**src/rtl/blind_pixel_encode.sv**
```systemverilog
// -----------------------------------------------------------------------------
// blind_pixel_encode
//
// Purpose:
//   Re-wraps a headerless pixel stream as an Avalon-ST Video stream. Each frame
//   is preceded by a control packet that carries the frame width, height and
//   interlace nibble. A video-type beat then opens the video packet, and the
//   pixels follow. This stage undoes the blind-pixel decode stage, so that
//   decode -> correct -> encode reproduces a standard video stream.
//
// Ports:
//   clk                 rising-edge clock
//   rst                 asynchronous active-high reset
//   din_data/valid/startofpacket/endofpacket, din_ready
//                       headerless pixel input; SOP marks the first pixel of a frame
//   im_width/im_height/im_interlaced
//                       frame geometry, captured when a frame's SOP is seen
//   dout_data/valid/startofpacket/endofpacket, dout_ready
//                       Avalon-ST Video output
// -----------------------------------------------------------------------------
module blind_pixel_encode #(
   parameter int DATA_WIDTH   = 24,
   parameter int COLOR_BITS   = 8,
   parameter int COLOR_PLANES = 3
) (
   input  logic                  clk,
   input  logic                  rst,
   input  logic [DATA_WIDTH-1:0] din_data,
   input  logic                  din_valid,
   input  logic                  din_startofpacket,
   input  logic                  din_endofpacket,
   output logic                  din_ready,
   input  logic [15:0]           im_width,
   input  logic [15:0]           im_height,
   input  logic [3:0]            im_interlaced,
   output logic [DATA_WIDTH-1:0] dout_data,
   output logic                  dout_valid,
   output logic                  dout_startofpacket,
   output logic                  dout_endofpacket,
   input  logic                  dout_ready
);

   // Nine header nibbles packed COLOR_PLANES per beat.
   localparam int N_HEAD = (COLOR_PLANES == 1) ? 9 : (COLOR_PLANES == 2) ? 5 : 3;

   typedef enum logic [4:0] {
      ST_IDLE  = 5'b00001,
      ST_CTYPE = 5'b00010,
      ST_CHEAD = 5'b00100,
      ST_VTYPE = 5'b01000,
      ST_DATA  = 5'b10000
   } state_t;

   state_t                r_state;
   logic [3:0]            r_head_cnt;
   logic [15:0]           r_width;
   logic [15:0]           r_height;
   logic [3:0]            r_interlaced;

   logic [3:0]            w_nib [0:8];
   logic [DATA_WIDTH-1:0] w_head_data;
   logic                  w_last_head;

   // Header nibble order: width MS nibble first, then height, then interlace.
   assign w_nib[0] = r_width[15:12];
   assign w_nib[1] = r_width[11:8];
   assign w_nib[2] = r_width[7:4];
   assign w_nib[3] = r_width[3:0];
   assign w_nib[4] = r_height[15:12];
   assign w_nib[5] = r_height[11:8];
   assign w_nib[6] = r_height[7:4];
   assign w_nib[7] = r_height[3:0];
   assign w_nib[8] = r_interlaced;

   // Symbol gi of header beat r_head_cnt carries nibble r_head_cnt*PLANES+gi.
   // Indices past the ninth nibble (the 2-plane tail) are padded with zero.
   generate
      for (genvar gi = 0; gi < COLOR_PLANES; gi++) begin : g_sym
         logic [5:0] w_idx;
         assign w_idx = 6'(r_head_cnt) * 6'(COLOR_PLANES) + 6'(gi);
         assign w_head_data[gi*COLOR_BITS +: COLOR_BITS] =
            (w_idx < 6'd9) ? COLOR_BITS'(w_nib[w_idx[3:0]]) : '0;
      end
   endgenerate

   assign w_last_head = (r_head_cnt == 4'(N_HEAD - 1));

   // Output decode. Header and type beats depend only on registered state.
   // The DATA pass-through is combinational, which gives zero added latency.
   always_comb begin
      dout_data          = '0;
      dout_valid         = 1'b0;
      dout_startofpacket = 1'b0;
      dout_endofpacket   = 1'b0;
      din_ready          = 1'b0;
      case (r_state)
         ST_IDLE: begin
            // Stray non-SOP beats are swallowed. The SOP pixel is held back
            // until the headers have gone out.
            din_ready = ~(din_valid & din_startofpacket);
         end
         ST_CTYPE: begin
            dout_valid         = 1'b1;
            dout_data          = DATA_WIDTH'(4'hF);
            dout_startofpacket = 1'b1;
         end
         ST_CHEAD: begin
            dout_valid       = 1'b1;
            dout_data        = w_head_data;
            dout_endofpacket = w_last_head;
         end
         ST_VTYPE: begin
            dout_valid         = 1'b1;
            dout_startofpacket = 1'b1;
         end
         ST_DATA: begin
            dout_data        = din_data;
            dout_valid       = din_valid;
            dout_endofpacket = din_endofpacket;
            din_ready        = dout_ready;
         end
         default: ;
      endcase
   end

   always_ff @(posedge clk or posedge rst) begin
      if (rst) begin
         r_state      <= ST_IDLE;
         r_head_cnt   <= '0;
         r_width      <= '0;
         r_height     <= '0;
         r_interlaced <= '0;
      end else begin
         case (r_state)
            ST_IDLE: begin
               if (din_valid && din_startofpacket) begin
                  r_width      <= im_width;
                  r_height     <= im_height;
                  r_interlaced <= im_interlaced;
                  r_state      <= ST_CTYPE;
               end
            end
            ST_CTYPE: begin
               if (dout_ready) begin
                  r_head_cnt <= '0;
                  r_state    <= ST_CHEAD;
               end
            end
            ST_CHEAD: begin
               if (dout_ready) begin
                  r_head_cnt <= r_head_cnt + 4'd1;
                  if (w_last_head) begin
                     r_state <= ST_VTYPE;
                  end
               end
            end
            ST_VTYPE: begin
               if (dout_ready) begin
                  r_state <= ST_DATA;
               end
            end
            ST_DATA: begin
               if (din_valid && dout_ready && din_endofpacket) begin
                  r_state <= ST_IDLE;
               end
            end
            default: r_state <= ST_IDLE;
         endcase
      end
   end

endmodule

```
**config.mk**
```make
export PLATFORM = sky130hd
export DESIGN_NAME = blind_pixel_encode
export DESIGN_NICKNAME = d
export VERILOG_FILES = /design/src/rtl/blind_pixel_encode.sv
export SDC_FILE = /design/constraint.sdc
export NUM_CORES = 1
export LEC_CHECK = 0
export CAP_MARGIN = 25
export CELL_PAD_IN_SITES_DETAIL_PLACEMENT = 0
export CELL_PAD_IN_SITES_GLOBAL_PLACEMENT = 1
export CORE_ASPECT_RATIO = 0.8
export CORE_MARGIN = 2
export CORE_UTILIZATION = 31
export DETAILED_ROUTE_END_ITERATION = 6
export DONT_BUFFER_PORTS = 1
export PLACE_DENSITY = 0.66
export SYNTH_ARGS = -nofsm -noshare
export SYNTH_HDL_FRONTEND = slang
export SYNTH_SLANG_ARGS = --single-unit
export TNS_END_PERCENT = 10
```
**constraint.sdc**
```tcl
create_clock -name clk -period 8.3 [get_ports clk]
set_input_delay 0.415 -clock clk [delete_from_list [all_inputs] [get_ports clk]]
set_output_delay 0.415 -clock clk [all_outputs]
set_load 0.03 [all_outputs]
```
Word level (Yosys, flattened, before mapping)
Index checks and enable logic that the tools add are counted.
{ "word_totals": {"ff_bits": 45, "inputBits": 66, "output_inout_bits": 28, "word_cells": 68} }
{ "op_classes": {"n_addsub": 3, "n_mul": 1, "order_cmp": 6, "n_eq_ne": 12, "muxes": 27, "n_bitwise": 5, "n_reduce_logical": 9} }
{ "op_table": {"columns": ["cell", "count"], "rows": [
  ["$pmux W24 S3", 1],
  ["$bmux W4 S4", 3],
  ["$mux W4", 11],
  ["$mux W5", 6],
  ["$pmux W5 S5", 1],
  ["$lt A6 B4 Y1 const B", 3],
  ["$ge A5 B5 Y1 const B", 3],
  ["$not A4 Y5", 3],
  ["$ne A2 B2 Y1 const B", 6],
  ["$pmux W4 S2", 1],
  ["$add A6 B1 Y6 const B", 1],
  ["$add A6 B2 Y6 const B", 1],
  ["$mul A4 B2 Y6 const B", 1],
  ["$pmux W1 S2", 3],
  ["$reduce_and A6 Y1", 1],
  ["$eq A5 B1 Y1 const B", 1],
  ["$eq A5 B2 Y1 const B", 1],
  ["$eq A5 B3 Y1 const B", 1],
  ["$eq A5 B4 Y1 const B", 1],
  ["$eq A5 B5 Y1 const B", 1],
  ["$add A4 B1 Y4 const B", 1],
  ["$eq A4 B2 Y1 const B", 1],
  ["$logic_and A1 B1 Y1", 3],
  ["$reduce_and A3 Y1", 1],
  ["other kinds (7)", 7]
]} }

Longest topological paths before layout
{ "logic_depth": {"depth_word": 8, "depth_mapped": 11} }

Least setup slack after synthesis
OpenSTA, ideal clock, no wires.
{ "synth_path": {"kind": "flip-flop to output port", "start": "register r_head_cnt[0]", "end": "output dout_data[8]", "arrival_ps": 3136, "t_required_ps": 7885, "path_slack_ps": 4749, "stages_incl_launch_ff": 11, "path_cell_list": "dfrtp_1 > buf_2 > buf_2 > buf_2 > inv_1 > ha_1 > ha_1 > nand2_1 > xnor2_1 > a31oi_1 > o31ai_1"} }
{ "synth_via": {"elab_chain_cells": 8, "elab_cells_between_ends": 9, "cone_classes": "add/sub (1); mul (1); order compare (1); mux (5); bitwise (1)"} }
{ "synth_lines": {"columns": ["item", "line", "rtl"], "rows": [
  ["start, declared", "55", "logic [3:0] r_head_cnt;"],
  ["start signal, assigned", "151", "r_head_cnt <= r_head_cnt + 4'd1;"],
  ["$mul A4 B2 Y6 (*)", "80", "assign w_idx = 6'(r_head_cnt) * 6'(COLOR_PLANES) + 6'(gi);"],
  ["$add A6 B1 Y6 (*)", "80", null],
  ["$not A4 Y5 (not written as such)", "82", "(w_idx < 6'd9) ? COLOR_BITS'(w_nib[w_idx[3:0]]) : '0;"],
  ["$bmux W4 S4", "82", null],
  ["$mux W4 (not written as such) (2 in a row)", "82", null],
  ["$mux W4 (*)", "82", null],
  ["$pmux W24 S3 (*)", "96", "case (r_state)"],
  ["end, declared", "36", "output logic [DATA_WIDTH-1:0] dout_data,"]
]} }
Mark *: on every way between the ends. The rest lies on a longest branch, timed or not. The select of a mux whose other input is x is not followed.

Worst setup path in the final report
{ "layout_path": {"start": "register r_head_cnt[0]", "end": "output dout_data[10]"} }
Same word-level chain as after synthesis.

==> impl_summary.log <==
INFO  metric final_util = 0.347
INFO  metric fin_skew = 0.00609 ns
INFO  metric setup.worst_path.start_class = register
INFO  metric crit-reg2reg-launch = r_head_cnt[0]
INFO  metric path_clk_slew = roughly 0.070 ns
INFO  metric post_cts.resized_instances = 0
INFO  metric numClockSinks = between 40 and 50
INFO  metric worstMarginPinSlew = 1.12 ns
INFO  metric fp.dieH = just under 100 µm
INFO  metric synth_edf_count = 0
INFO  metric worstSetupPathType = reg2out
INFO  metric multi_input_area = about 2100 µm²
INFO  metric number_of_top_level_pins = 94
INFO  metric vias_per_std_cell = about 5.5
INFO  metric run_status = finished, final reports clean
INFO  metric fin_nets = ~400
INFO  metric worst_r2r_endpoint = r_head_cnt[1]
INFO  metric cp.arrival = around 4.7 ns
INFO  metric cts_tree = built
INFO  metric number_of_distinct_library_cell_variants_in_the_gate_level_netlist_after_synthesis = 55
INFO  metric grt.total_usage = 0.157
INFO  metric clk-insertion-delay-late = just under 0.3 ns
INFO  metric pin_count_of_the_biggest_net_entering_global_routing = 46
INFO  metric setup_viol_count_final = 0
INFO  metric clk_path_buf_depth = 2
INFO  metric detail_route.wl_per_cell = between 15 and 20 µm
INFO  metric setup.worst_path.start = r_head_cnt[0]
INFO  metric drive_above_1_share = 0.200
INFO  metric wirelength = a little over 9000 µm
INFO  metric overflow = 0
INFO  metric synth_nets = 407
INFO  metric cts_made_buffers = 5
INFO  metric cts-hold-fix-buffers = 0
INFO  metric drt-initial-drc-count = between 100 and 150
INFO  metric first_pass_grt_wire_length = around 14,000 µm
INFO  metric netlist.area_leader.share = 0.331
INFO  metric numPlacedInstances = around 460
INFO  metric ys.flop_type = sky130_fd_sc_hd__dfrtp_1
INFO  metric detail-route-antenna-nets = 0
INFO  metric cellPowerDensity = between 300 and 400 nW/µm²
INFO  metric hold_ws = 0.147 ns
INFO  metric hp-class = in2async
INFO  metric path_max_fanout = 42
INFO  metric endpoint_of_the_worst_setup_timing_path = dout_data[10]
INFO  metric drt_pass1_iterations = 4
INFO  metric layout-area-overhead-vs-synth = 8.24%
INFO  metric cts.htree.levels = 2
INFO  metric grt_antenna_before_repair = 0
INFO  metric syn_area_per_cell = 10.1 µm²
INFO  metric row_count = 33
INFO  metric asyncSetResetFlopFracSynth = 1.00
INFO  metric final.fill_count = 1,052
INFO  metric hpwlAfterDp = approximately 7100 µm
INFO  metric yosysWarningCount = 0
INFO  metric cellLeakagePower = between 1 and 1.5 nW
INFO  metric grt_setup_unrepaired = no
INFO  metric die-area = ~12,000 µm²
INFO  metric ys_seq_elements = 45
INFO  metric layout_min_cycle_time = a little over 5 ns
INFO  metric buffer_ports.inserted = 0
INFO  metric core-area = 10,400 µm²
INFO  metric initial_core_util = 0.321
INFO  metric netlist_area = about 3300 µm²
INFO  metric yosys-top-cells-area = sky130_fd_sc_hd__dfrtp_1 (33%), sky130_fd_sc_hd__mux2_2 (13%), sky130_fd_sc_hd__mux2i_1 (7.2%), sky130_fd_sc_hd__ha_1 (3.8%), sky130_fd_sc_hd__mux4_2 (3.4%)
INFO  metric max-cap-violations = 0
INFO  metric relSlewSlack = 0.249
INFO  metric seqCellArea = approximately 1100 µm²
INFO  metric vdd_ir_drop_max = about 0.15 mV
INFO  metric place_area = 3430 µm²
INFO  metric stdcell_count = between 400 and 500
INFO  metric cts_setup_buffers = 0
INFO  metric synth-seq-area-share = 0.339
INFO  metric number_of_global_route_vias_before_repair = 2,583
INFO  metric dr_total_vias = ~2,600
INFO  metric synth_area_leader_cell = sky130_fd_sc_hd__dfrtp_1
INFO  metric r2r_setup_slack = 5.96 ns
INFO  metric floorplan.die.width = between 100 and 150 µm
INFO  metric reg2regPathDepth = 3
INFO  metric post-route-period-util = 0.619
INFO  metric finalWeightedCongestion = just under 0.9
INFO  metric worstPathRequired = a little under 8 ns
INFO  metric num_antenna_cells = 0
INFO  metric ctsRootBufferMaster = sky130_fd_sc_hd__clkbuf_16
INFO  metric timing_hold_violations_final = 0
INFO  metric crit_path_end_kind = output pin
INFO  metric timing.final.max_slew_violations = 0
INFO  metric setup_tns = 0 ns
INFO  metric fmaxAchievable = roughly 190 MHz
INFO  metric synthCells = 330
INFO  metric final_cell_area = about 3600 µm²
INFO  metric post-route-drc-count = 0
==> placed cells by master, fill, tap and decap left out, types with 8 or more instances in the layout <==
cell,synthesis,final
sky130_fd_sc_hd__a22oi_1,11,11
sky130_fd_sc_hd__o21ai_0,13,13
sky130_fd_sc_hd__and2_1,15,15
sky130_fd_sc_hd__a21oi_1,9,9
sky130_fd_sc_hd__nor2_1,13,13
sky130_fd_sc_hd__dfrtp_1,44,43
sky130_fd_sc_hd__mux2i_1,24,24
sky130_fd_sc_hd__ha_1,10,10
sky130_fd_sc_hd__inv_1,9,8
sky130_fd_sc_hd__mux2_2,39,39
sky130_fd_sc_hd__nand2_1,29,29
==> where the power goes <==
part / total (W) / switching [W] / internal [W] / leakage [nW]
Clock: 0.000201 / 0.0000889 / 0.000112 / 0.0702
Sequential: 0.000442 / 0.000118 / 0.000324 / 0.546
Combinational: 0.000795 / 0.000432 / 0.000363 / 0.787
Total: 0.00144 / 0.000638 / 0.000799 / 1.40
==> stage by stage <==
stage	total power, W	setup slack (ns)
finish	0.00144	3.17
global route	0.00154	2.89
CTS	0.00143	3.16
detailed placement	0.00123	3.51
global placement	0.00121	3.60
floorplan	0.00104	4.75
==> worst min-delay path by stage <==
stage                     slack (ns)  cells past startpoint            to          from
after floorplan                 0.48                      1  r_height[10]  r_height[10]
final                           0.15                      2  r_height[15]           rst
after global placement          0.48                      2   r_height[7]           rst
after detailed placement        0.48                      2  r_height[15]           rst
after global routing            0.21                      2  r_height[11]           rst
after CTS                       0.17                      2  r_height[15]           rst
==> area by class of cell <==
type	count	share of cell area
Timing Repair Buffer	3	0.00973
Clock inverter	3	0.00591
Sequential cell	45	0.313
Clock buffer	5	0.0347
Inverter	10	0.0104
Tap cell	140	0.0486
Multi-Input combinational cell	259	0.577
==> Yosys cell counts, drive strengths merged (3+ instances only) <==
master / n
mux4: 5
nor3: 5
mux2i: 24
nand2: 29
buf: 11
a32oi: 6
nand2b: 5
nor3b: 3
o31ai: 4
dfrtp: 44
xnor2: 5
nor2: 14
a21oi: 9
clkbuf: 5
xor2: 3
inv: 10
mux2: 42
a22oi: 11
nor2b: 7
and2: 15
ha: 10
nand3: 4
a21o: 4
a31oi: 6
and3: 3
o21ai: 20
==> state kept, by name, indices dropped and copies added, names as in the netlist <==
signal,cells
r_head_cnt,4
r_height,16
r_interlaced,4
r_state,5
r_width,16
==> kinds of logic after synthesis <==
family                   share of synthesized area
buffers and inverters                       0.0380
flip-flops                                   0.339
XOR/XNOR                                    0.0256
adder cells (fa/ha/maj)                     0.0436
multiplexers                                 0.248
AO/OA/AOI/OAI                                0.156
AND/OR/NAND/NOR                              0.150
==> worst max-delay path: stages, from the launching register on <==
cell and delay (ns):
sky130_fd_sc_hd__dfrtp_2 1.00, sky130_fd_sc_hd__ha_1 0.34, sky130_fd_sc_hd__inv_1 0.07, sky130_fd_sc_hd__fa_1 0.77
sky130_fd_sc_hd__xor2_1 0.57, sky130_fd_sc_hd__mux4_2 0.59, sky130_fd_sc_hd__nor2_1 0.11, sky130_fd_sc_hd__a31oi_1 0.06
sky130_fd_sc_hd__o31ai_1 0.92
==> routing by layer <==
layer / share of wire / track usage / vias up
li1: - / - / 1222
met1: 0.47 / 0.218 / 1273
met5: 0 / 0 / -
met2: 0.47 / 0.250 / 67
met4: 0.0069 / 0.0335 / 0
met3: 0.053 / 0.0377 / 6
Note: power is estimated with default switching activity, not from simulation.
